==> src/rtl/rv32i_pkg.sv <==
// Shared RV32I front-end constants and types used by the instruction-fetch path.
package rv32i_pkg;

  localparam int XLEN      = 32;
  localparam int IM_ADDR_W = 16;
  localparam int PC_STEP   = 4;

  localparam logic [XLEN-1:0] INSTR_NOP = 32'h00000013;

  typedef struct packed {
    logic [IM_ADDR_W-1:0] pc;
    logic [XLEN-1:0]      instr;
  } fetch_entry_t;

endpackage

==> src/rtl/im_pf_fifo.sv <==
// Synchronous FIFO for the prefetch unit: flush beats push/pop, and a push
// into a full FIFO is only accepted when the head is popped in the same cycle.
module im_pf_fifo #(
  parameter int DEPTH = 4,
  parameter int WIDTH = 48
) (
  input  logic             clk,
  input  logic             rst,
  input  logic             flush_i,
  input  logic             push_i,
  input  logic             pop_i,
  input  logic [WIDTH-1:0] wdata_i,
  output logic [WIDTH-1:0] rdata_o,
  output logic             full_o,
  output logic             empty_o
);

  localparam int PTR_W = $clog2(DEPTH);
  localparam int CNT_W = $clog2(DEPTH + 1);

  logic [WIDTH-1:0] mem_q [DEPTH];
  logic [PTR_W-1:0] wrPtr_q, wrPtr_d;
  logic [PTR_W-1:0] rdPtr_q, rdPtr_d;
  logic [CNT_W-1:0] count_q, count_d;
  logic             doPush, doPop;

  assign empty_o = (count_q == '0);
  assign full_o  = (count_q == CNT_W'(DEPTH));
  assign rdata_o = mem_q[rdPtr_q];

  assign doPop  = pop_i & ~empty_o;
  assign doPush = push_i & (~full_o | doPop);

  // Pointers wrap naturally because DEPTH is a power of two.
  always_comb begin
    wrPtr_d = wrPtr_q;
    rdPtr_d = rdPtr_q;
    count_d = count_q;
    if (flush_i) begin
      wrPtr_d = '0;
      rdPtr_d = '0;
      count_d = '0;
    end else begin
      if (doPush) wrPtr_d = wrPtr_q + 1'b1;
      if (doPop)  rdPtr_d = rdPtr_q + 1'b1;
      case ({doPush, doPop})
        2'b10:   count_d = count_q + 1'b1;
        2'b01:   count_d = count_q - 1'b1;
        default: count_d = count_q;
      endcase
    end
  end

  always_ff @(posedge clk) begin
    if (rst) begin
      wrPtr_q <= '0;
      rdPtr_q <= '0;
      count_q <= '0;
    end else begin
      wrPtr_q <= wrPtr_d;
      rdPtr_q <= rdPtr_d;
      count_q <= count_d;
    end
  end

  always_ff @(posedge clk) begin
    if (doPush) mem_q[wrPtr_q] <= wdata_i;
  end

endmodule

==> src/rtl/im_prefetch_unit.sv <==
// Instruction prefetch sequencer: owns the fetch PC, buffers {pc, word} pairs and
// restarts on redirects. Define IM_PREFETCH_BYPASS_EN to forward ROM data when empty.
import rv32i_pkg::*;

module im_prefetch_unit #(
  parameter int                DEPTH    = 4,
  parameter int                ADDR_W   = IM_ADDR_W,
  parameter logic [ADDR_W-1:0] RESET_PC = '0
) (
  input  logic              clk,
  input  logic              rst,
  output logic [ADDR_W-1:0] im_addr,
  input  logic [XLEN-1:0]   im_rd,
  input  logic              redirect_valid,
  input  logic [ADDR_W-1:0] redirect_pc,
  output logic              instr_valid,
  input  logic              instr_ready,
  output logic [XLEN-1:0]   instr,
  output logic [ADDR_W-1:0] instr_pc
);

  localparam int ENTRY_W = ADDR_W + XLEN;

  logic [ADDR_W-1:0]  fetchPc_q, fetchPc_d;
  logic [ENTRY_W-1:0] headEntry;
  logic               fifoFull, fifoEmpty;
  logic               push, pop, advance;

  assign im_addr = fetchPc_q;

`ifdef IM_PREFETCH_BYPASS_EN
  logic bypassActive, bypassTake;

  // An empty FIFO exposes the live ROM word; a taken bypass word is never stored.
  assign bypassActive = fifoEmpty & ~redirect_valid & ~rst;
  assign bypassTake   = bypassActive & instr_ready;
  assign instr_valid  = ~fifoEmpty | bypassActive;
  assign pop          = ~fifoEmpty & instr_ready;
  assign push         = ~redirect_valid & (~fifoFull | pop) & ~bypassTake;
  assign advance      = push | bypassTake;

  always_comb begin
    instr    = '0;
    instr_pc = '0;
    if (bypassActive) begin
      instr    = im_rd;
      instr_pc = fetchPc_q;
    end else if (~fifoEmpty) begin
      {instr_pc, instr} = headEntry;
    end
  end
`else
  assign instr_valid = ~fifoEmpty;
  assign pop         = instr_valid & instr_ready;
  assign push        = ~redirect_valid & (~fifoFull | pop);
  assign advance     = push;

  always_comb begin
    instr    = '0;
    instr_pc = '0;
    if (~fifoEmpty) {instr_pc, instr} = headEntry;
  end
`endif

  // Redirect targets are word-aligned by clearing the two low address bits.
  always_comb begin
    fetchPc_d = fetchPc_q;
    if (redirect_valid)
      fetchPc_d = redirect_pc & ~ADDR_W'(3);
    else if (advance)
      fetchPc_d = fetchPc_q + ADDR_W'(PC_STEP);
  end

  always_ff @(posedge clk) begin
    if (rst) fetchPc_q <= RESET_PC;
    else     fetchPc_q <= fetchPc_d;
  end

  im_pf_fifo #(
    .DEPTH(DEPTH),
    .WIDTH(ENTRY_W)
  ) uFifo (
    .clk     (clk),
    .rst     (rst),
    .flush_i (redirect_valid),
    .push_i  (push),
    .pop_i   (pop),
    .wdata_i ({fetchPc_q, im_rd}),
    .rdata_o (headEntry),
    .full_o  (fifoFull),
    .empty_o (fifoEmpty)
  );

endmodule
==> config.mk <==
export PLATFORM = sky130hd
export DESIGN_NAME = im_prefetch_unit
export DESIGN_NICKNAME = d
export VERILOG_FILES = /design/src/rtl/rv32i_pkg.sv /design/src/rtl/im_pf_fifo.sv /design/src/rtl/im_prefetch_unit.sv
export SDC_FILE = /design/constraint.sdc
export NUM_CORES = 1
export LEC_CHECK = 0
export ABC_AREA = 1
export CORE_MARGIN = 2
export CORE_UTILIZATION = 52
export CTS_CLUSTER_DIAMETER = 30
export DETAILED_ROUTE_END_ITERATION = 12
export GPL_TIMING_DRIVEN = 0
export MAX_ROUTING_LAYER = met4
export PLACE_DENSITY = 0.74
export SLEW_MARGIN = 20
export SYNTH_ARGS = -nofsm -noshare
export SYNTH_HDL_FRONTEND = slang
export SYNTH_SLANG_ARGS = --single-unit
==> constraint.sdc <==
create_clock -name clk -period 8.81 [get_ports clk]
set_input_delay 2.2025 -clock clk [delete_from_list [all_inputs] [get_ports clk]]
set_output_delay 2.2025 -clock clk [all_outputs]
set_load 0.01 [all_outputs]
==> out/results.tsv, run 1 <==
stage	metric	value	unit
timing	final-setup-viol-count	0	
place	finalWeightedCongestion	0.813	
yosys	synth-async-reset-ratio	0	%
pwr	power.switching	0.590	mW
critical_path	type_of_origin_of_the_critical_path	flip-flop	
timing	clock_skew	0.00832	ns
yosys	synthMostInstantiatedCell	nor2_1	
yosys	yosys.area.top_type	edfxtp_1	
floorplan	boundaryPins	117	
pwr	switching_share	22.3	%
critical_path	slowest_delay	0.59	ns
critical_path	cell_with_the_biggest_individual_delay_on_the_critical_path	clkdlybuf4s50_1	
timing	report.final.slew_viol_count	0	
finish	nets	967	
yosys	synth_top_area_share	64.1	%
pwr	powerDensity	232	mW/mm²
place	placed_cells	1090	
clock_tree	cts_buffer_depth	3	
timing	timing.final.ws_setup	4.12	ns
timing	holdWs	0.472	ns
finish	layout-drive-gt1-share	13.7	%
route	drt_iter0_markers	631	
pwr	seqPwrFrac	42.3	%
clock_tree	clock_tree.root_cell	clkbuf_16	
finish	area_added_between_synthesis_and_finish	32.2	%
place	dp_hpwl	12000	µm
timing	timing.fmax	213	MHz
clock_tree	cts_resized	0	
clock_tree	ctsHoldBuffers	0	
floorplan	initial_utilization	52.5	%
timing	timing.setup.tns	0	ns
flow_run	drv.max_cap_violation_count	0	
route	dr_total_vias	6077	
clock_tree	cts_inserted_buffers	36	
outcome	outcome	completed	
grt	grt_antenna_before_repair	0	
place	portBuffers	109	
timing	tightestPinTransition	0.657	ns
pwr	leakage	4.05	nW
grt	via_count_of_the_first_global_routing_pass	5969	
route	remaining_drc_errors	0	
yosys	post_synthesis_register_bit_count	207	
critical_path	setup.worst_path.class	flip-flop to output pin	
clock_tree	post_cts.repair.setup_buffers	0	
pwr	share_of_total_power_in_combinational_logic	7.8	%
timing	maxSlewHeadroom	56.1	%
route	vias_per_cell	5.27	
yosys	ys_warn_count	0	
pwr	power_frac_clock	49.8	%
clock_tree	clock_tree.htree_level_count	2	
floorplan	die_width	133	µm
timing	final.period_utilization	53.3	%
clock_tree	cts_tree	built	
route	drtAntennaViolNets	0	
timing	final_hold_viol_count	0	
critical_path	required	6.61	ns
critical_path	path_cells	inv_2 -> buf_4 -> clkbuf_1 -> o21ai_0 -> a21oi_1 -> clkdlybuf4s50_1	
yosys	synth-edff-count	184	
clock_tree	path_clk_slew	0.05	ns
route	wl_per_cell	17.2	µm
pwr	internal-power	2.06	mW
floorplan	die-height	133	µm
yosys	post_synthesis_area_per_instance	11.5	µm²
yosys	synth_top_cells_by_count	nor2_1 (196), edfxtp_1 (184), o21ai_0 (98)	
pwr	vdd_drop_max	0.124	mV
grt	grt_remaining_overflow	0	
floorplan	floorplan.core_area	0.0164	mm²
finish	layoutNonFillerInstCount	1154	
min_path	worstHoldPathType	flip-flop to flip-flop	
timing	min_period	4.69	ns
clock_tree	worst_skew_pair.late_latency	0.49	ns
yosys	synth_ff_type	edfxtp_1	
yosys	yosysSeqAreaShare	69.5	%
yosys	syn_area	0.00861	mm²
place	post-place-ws	4.30	ns
clock_tree	cts_sinks	207	
critical_path	path_max_fanout	10	
grt	maximum_number_of_pins_on_one_net_before_global_route_repair	24	
route	drtPass1Iterations	5	
finish	antenna-diode-count	0	
critical_path	crit_arrival	2.49	ns
floorplan	design.die.area	0.0176	mm²
timing	rsz_0062_raised_after_global_routing	false	
route	totalWireLength	19800	µm
yosys	synthTopCellsByArea	edfxtp_1 (64%), nor2_1 (8.5%), o21ai_0 (5.7%), dfxtp_1 (5.3%), a21oi_1 (3.5%)	
grt	global_route.usage.total	23.3	%
finish	finish.utilization	69.4	%
floorplan	row_count	47	
critical_path	worstSetupEndpointType	output pin	
grt	first_pass_grt_wire_length	30600	µm
yosys	synth_cells	750	
yosys	ys_types	35	
==> worst paths after layout <==
kind | startpoint | end | slack [ns] | depth (start not counted)
max | flip-flop | instr[27] | 4.12 | 6
min | uFifo.rdPtr_q[1] | uFifo.rdPtr_q[1] | 0.47 | 2
max reg2reg | uFifo.count_q[2] | uFifo.mem_q[1][6] | 6.72 | 7
min reg2reg | uFifo.rdPtr_q[1] | uFifo.rdPtr_q[1] | 0.47 | 2
==> stage by stage <==
| stage | area [µm²] | power, mW |
|---|---|---|
| floorplan | 8630 | 1.23 |
| global placement | 9990 | 1.33 |
| detailed placement | 10200 | 1.34 |
| CTS | 11400 | 2.66 |
| global route | 11400 | 2.73 |
| finish | 11400 | 2.65 |
==> layout by cell type, fill, tap and decap left out, types with 2 or more instances in the layout <==
cell type | netlist | routed
a21oi_1 | 61 | 61
a21oi_2 | 4 | 4
a31oi_1 | 3 | 3
buf_12 | 0 | 2
buf_16 | 0 | 5
buf_2 | 8 | 8
buf_4 | 11 | 11
buf_6 | 10 | 10
bufinv_16 | 0 | 2
clkbuf_1 | 13 | 14
clkbuf_16 | 0 | 38
clkdlybuf4s50_1 | 0 | 109
clkinv_1 | 0 | 3
clkinv_2 | 0 | 6
clkinv_4 | 0 | 3
clkinvlp_4 | 0 | 6
conb_1 | 1 | 4
dfxtp_1 | 23 | 23
edfxtp_1 | 184 | 184
ha_1 | 6 | 6
inv_1 | 31 | 31
inv_2 | 6 | 6
inv_6 | 0 | 4
nand2_1 | 41 | 41
nand2_2 | 3 | 3
nand3_1 | 15 | 15
nand3_2 | 2 | 2
nand4_1 | 3 | 3
nor2_1 | 196 | 192
nor2_2 | 4 | 4
nor2_4 | 2 | 6
o21ai_0 | 98 | 98
o21ai_1 | 7 | 7
o21ai_2 | 3 | 3
o21bai_1 | 3 | 3
xor2_1 | 3 | 3
==> worst max-delay path, delay by kind of cell, from the launching register on <==
family / cells / cell delay [ns]
buffers and inverters: 4 / 1.22
AO/OA/AOI/OAI: 2 / 0.44
flip-flops: 1 / 0.33
==> power by group through the flow <==
stage                     registers, mW  logic (mW)  clock network, mW
after floorplan                    1.14      0.0948                  0
after global placement             1.14       0.195                  0
after detailed placement           1.14       0.207                  0
after CTS                          1.12       0.209               1.33
after global routing               1.12       0.225               1.38
final                              1.12       0.208               1.32
==> cell families after synthesis <==
kind of cell	after synthesis	share of synthesized area, %
AO/OA/AOI/OAI	183	11.3
XOR/XNOR	4	0.407
adder cells (fa/ha/maj)	7	1.10
buffers and inverters	80	4.95
flip-flops	207	69.5
other	1	0.0435
AND/OR/NAND/NOR	268	12.7
==> layer usage <==
| metal | track usage (%) | share of wire (%) |
|---|---|---|
| met1 | 28.4 | 42 |
| met5 | - | 0 |
| met4 | 7.65 | 1.7 |
| met2 | 39.3 | 51 |
| met3 | 4.44 | 5.9 |
==> cell type report <==
cell class,instances,area (µm²)
Clock buffer,40,968
Buffer,43,288
Fill cell,1157,5020
Multi-Input combinational cell,466,2240
Clock inverter,24,208
Sequential cell,207,5990
Timing Repair Buffer,117,1280
Inverter,37,139
Tap cell,220,275
==> sequential cells by signal, summed over array words and instances, names as in the netlist, named ones only <==
name and count:
uFifo.mem_q 184, im_addr 14, uFifo.count_q 3, uFifo.rdPtr_q 2, uFifo.wrPtr_q 2
(Power assumes the default switching activity.)
==> run 2: changes to the inputs <==
==> constraint.sdc (replaced) <==
create_clock -name clk -period 4.39 [get_ports clk]
set_input_delay 1.0975 -clock clk [delete_from_list [all_inputs] [get_ports clk]]
set_output_delay 1.0975 -clock clk [all_outputs]
set_load 0.01 [all_outputs]
==> results of run 2 <==
Same layout as run 1 (identical final DEF). Status: completed.
Among the figures that moved: setup slack after placement 4.30 ns -> 0.982 ns; setup slack after layout 4.12 ns -> 0.800 ns; register-to-register setup slack 6.72 ns -> 2.30 ns; total power 2.65 mW -> 5.31 mW; worst IR drop on VDD 0.124 mV -> 0.249 mV
==> run 3: changes to the inputs <==
--- a/config.mk
+++ b/config.mk
@@ -7,12 +7,12 @@
 export LEC_CHECK = 0
 export ABC_AREA = 1
 export CORE_MARGIN = 2
-export CORE_UTILIZATION = 52
+export CORE_UTILIZATION = 49
 export CTS_CLUSTER_DIAMETER = 30
 export DETAILED_ROUTE_END_ITERATION = 12
 export GPL_TIMING_DRIVEN = 0
 export MAX_ROUTING_LAYER = met4
-export PLACE_DENSITY = 0.74
+export PLACE_DENSITY = 0.73
 export SLEW_MARGIN = 20
 export SYNTH_ARGS = -nofsm -noshare
 export SYNTH_HDL_FRONTEND = slang
==> constraint.sdc (replaced) <==
create_clock -name clk -period 3.29 [get_ports clk]
set_input_delay 0.8225 -clock clk [delete_from_list [all_inputs] [get_ports clk]]
set_output_delay 0.8225 -clock clk [all_outputs]
set_load 0.01 [all_outputs]
==> out/results.tsv, run 3 (synthesized netlist as in run 1, its figures left out) <==
stage	metric	value	unit	change
finish	antenna-diode-count	0		unchanged
clock_tree	cts_inserted_buffers	37		+2.8%
clock_tree	path_clk_slew	0.05	ns	about the same
flow_run	drv.max_cap_violation_count	0		unchanged
critical_path	required	2.47	ns	
critical_path	type_of_origin_of_the_critical_path	flip-flop		
pwr	powerDensity	650	mW/mm²	
finish	area_added_between_synthesis_and_finish	33.6	%	
timing	holdWs	0.474	ns	+0.00188 ns
critical_path	path_max_fanout	10		unchanged
finish	layout-drive-gt1-share	14.6	%	+0.92 points
grt	maximum_number_of_pins_on_one_net_before_global_route_repair	25		+4.2%
grt	global_route.usage.total	22.2	%	-1.1 points
place	portBuffers	109		unchanged
finish	final_common_cell	nor2_1		
finish	layoutNonFillerInstCount	1162		+0.69%
critical_path	worstSetupEndpointType	output pin		
pwr	power.switching	1.59	mW	
timing	timing.fmax	313	MHz	
min_path	worstHoldPathType	flip-flop to flip-flop		
floorplan	row_count	48		+2.1%
grt	via_count_of_the_first_global_routing_pass	6024		+0.92%
clock_tree	ctsHoldBuffers	0		unchanged
clock_tree	cts_sinks	207		unchanged
grt	grt_remaining_overflow	0		unchanged
grt	first_pass_grt_wire_length	30500	µm	-0.39%
pwr	share_of_total_power_in_combinational_logic	7.4	%	-0.4 points
place	dpl-instance-area	0.0102	mm²	-0.31%
finish	register_with_the_highest_flop_count	uFifo.mem_q		
place	placed_cells	1094		+0.37%
critical_path	ff2ff_setup_slack	1.11	ns	
route	remaining_drc_errors	0		unchanged
clock_tree	worst_skew_pair.late_latency	0.51	ns	+0.02 ns
critical_path	crit_arrival	2.37	ns	-0.12 ns
clock_tree	post_cts.repair.setup_buffers	0		unchanged
min_path	worst_hold_path.num_cells	2		unchanged
clock_tree	clock_tree.root_cell	clkbuf_16		
outcome	outcome	completed		
finish	largest_register_ffs	184		unchanged
floorplan	floorplan.core_area	0.0172	mm²	+5.1%
route	drtPass1Iterations	5		unchanged
pwr	leakage	4.12	nW	+1.7%
route	vias_per_cell	5.25		-0.31%
route	drtAntennaViolNets	0		unchanged
clock_tree	clock_tree.htree_level_count	2		unchanged
route	dr_total_vias	6100		+0.38%
place	finalWeightedCongestion	0.852		+4.8%
pwr	seqPwrFrac	40.1	%	-2.2 points
pwr	switching_share	21.3	%	
critical_path	r2r.worst_path.cells	5		-2
finish	mostFrequentLayoutCells	nor2_1 (192), edfxtp_1 (184), clkdlybuf4s50_1 (109)		
clock_tree	cts_buffer_depth	3		unchanged
place	dp_hpwl	12200	µm	+1.6%
timing	final_hold_viol_count	0		unchanged
clock_tree	cts_tree	built		
finish	nets	967		unchanged
timing	timing.final.ws_setup	0.0952	ns	
min_path	min_from	uFifo.rdPtr_q[1]		
timing	maxSlewHeadroom	42.4	%	-14 points
pwr	power_frac_clock	52.5	%	+2.7 points
timing	report.final.slew_viol_count	0		unchanged
timing	timing.setup.tns	0	ns	unchanged
finish	finish.utilization	66.8	%	-2.7 points
floorplan	boundaryPins	117		unchanged
floorplan	die_width	137	µm	+2.9%
route	totalWireLength	20100	µm	+1.1%
critical_path	crit-reg2reg-capture	uFifo.mem_q[0][6]		
pwr	internal-power	5.89	mW	
timing	tightestPinTransition	0.862	ns	+0.204 ns
timing	clock_skew	0.0183	ns	+0.00995 ns
timing	rsz_0062_raised_after_global_routing	false		
floorplan	design.die.area	0.0187	mm²	+5.9%
critical_path	critical_path.reg2reg.startpoint	uFifo.count_q[1]		
floorplan	die-height	137	µm	+2.9%
place	post-place-ws	0.135	ns	
critical_path	setup.worst_path.class	flip-flop to output pin		
finish	post-route-cell-area	0.0115	mm²	+1.0%
route	drt_iter0_markers	529		-16%
floorplan	initial_utilization	50.0	%	-2.5 points
timing	final-setup-viol-count	0		unchanged
timing	final.period_utilization	97.1	%	
route	wl_per_cell	17.3	µm	+0.43%
pwr	post-layout-total-power	7.48	mW	
pwr	vdd_drop_max	0.370	mV	
timing	min_period	3.19	ns	
grt	grt_antenna_before_repair	0		unchanged
-- run 3: cell count changes in the layout (fill, tap and decap cells not counted), moves of 2 or more --
| cell | before | now |
|---|---|---|
| buf_12 | 2 | 5 |
| clkbuf_1 | 14 | 8 |
| clkbuf_2 | 0 | 9 |
| bufinv_16 | 2 | 6 |
| clkinv_2 | 6 | 4 |
| buf_16 | 5 | 2 |
-- run 3: cell type report --
type,instances,area [µm²]
inverters,37,139
fillers,1270,5730
multi-input cells,466,2240
clock buffers,45,1020
clock inverters,23,293
flip-flops and latches,207,5990
repair buffers,116,1250
plain buffers,43,299
well taps,225,282
-- run 3: critical path, stage by stage, from the launching register on --
cell and delay, ns:
dfxtp_1 0.35, inv_2 0.13, clkbuf_1 0.30, nor2_1 0.19
o21ai_0 0.11, a21oi_1 0.20, clkdlybuf4s50_1 0.57
-- run 3: timing repair --
| item | CTS | global route |
|---|---|---|
| gates resized for setup | 2 | 14 |
| endpoints found under the setup margin | 4 | 28 |
| hold endpoints to repair | 0 | 0 |
-- run 3: power by group through the flow --
stage	clock, mW	combinational, mW	sequential (mW)
after floorplan	0	0.254	3.05
after global placement	0	0.522	3.05
after detailed placement	0	0.547	3.05
after CTS	3.96	0.553	3.00
after global routing	4.10	0.599	3.01
final	3.93	0.552	3.00
-- run 3: worst max path at each step --
stage	slack (ns)	cells past startpoint	endpoint	startpoint
finish	0.1	6	instr[28]	flip-flop
floorplan	-0.34	4	uFifo.mem_q[0][0]	redirect_valid
global route	0.02	6	instr[1]	flip-flop
CTS	0.01	6	instr_pc[13]	flip-flop
detailed placement	0.13	6	uFifo.mem_q[0][9]	instr_ready
global placement	-2.32	5	uFifo.mem_q[2][7]	instr_ready
-- run 3: layer usage --
metal / wire (µm) / track usage [%] / part of all wire, %
met1: 8350 / 26.8 / 42
met2: 10100 / 37.8 / 50
met3: 1290 / 4.19 / 6.4
met4: 291 / 7.00 / 1.5
met5: 0 / - / 0
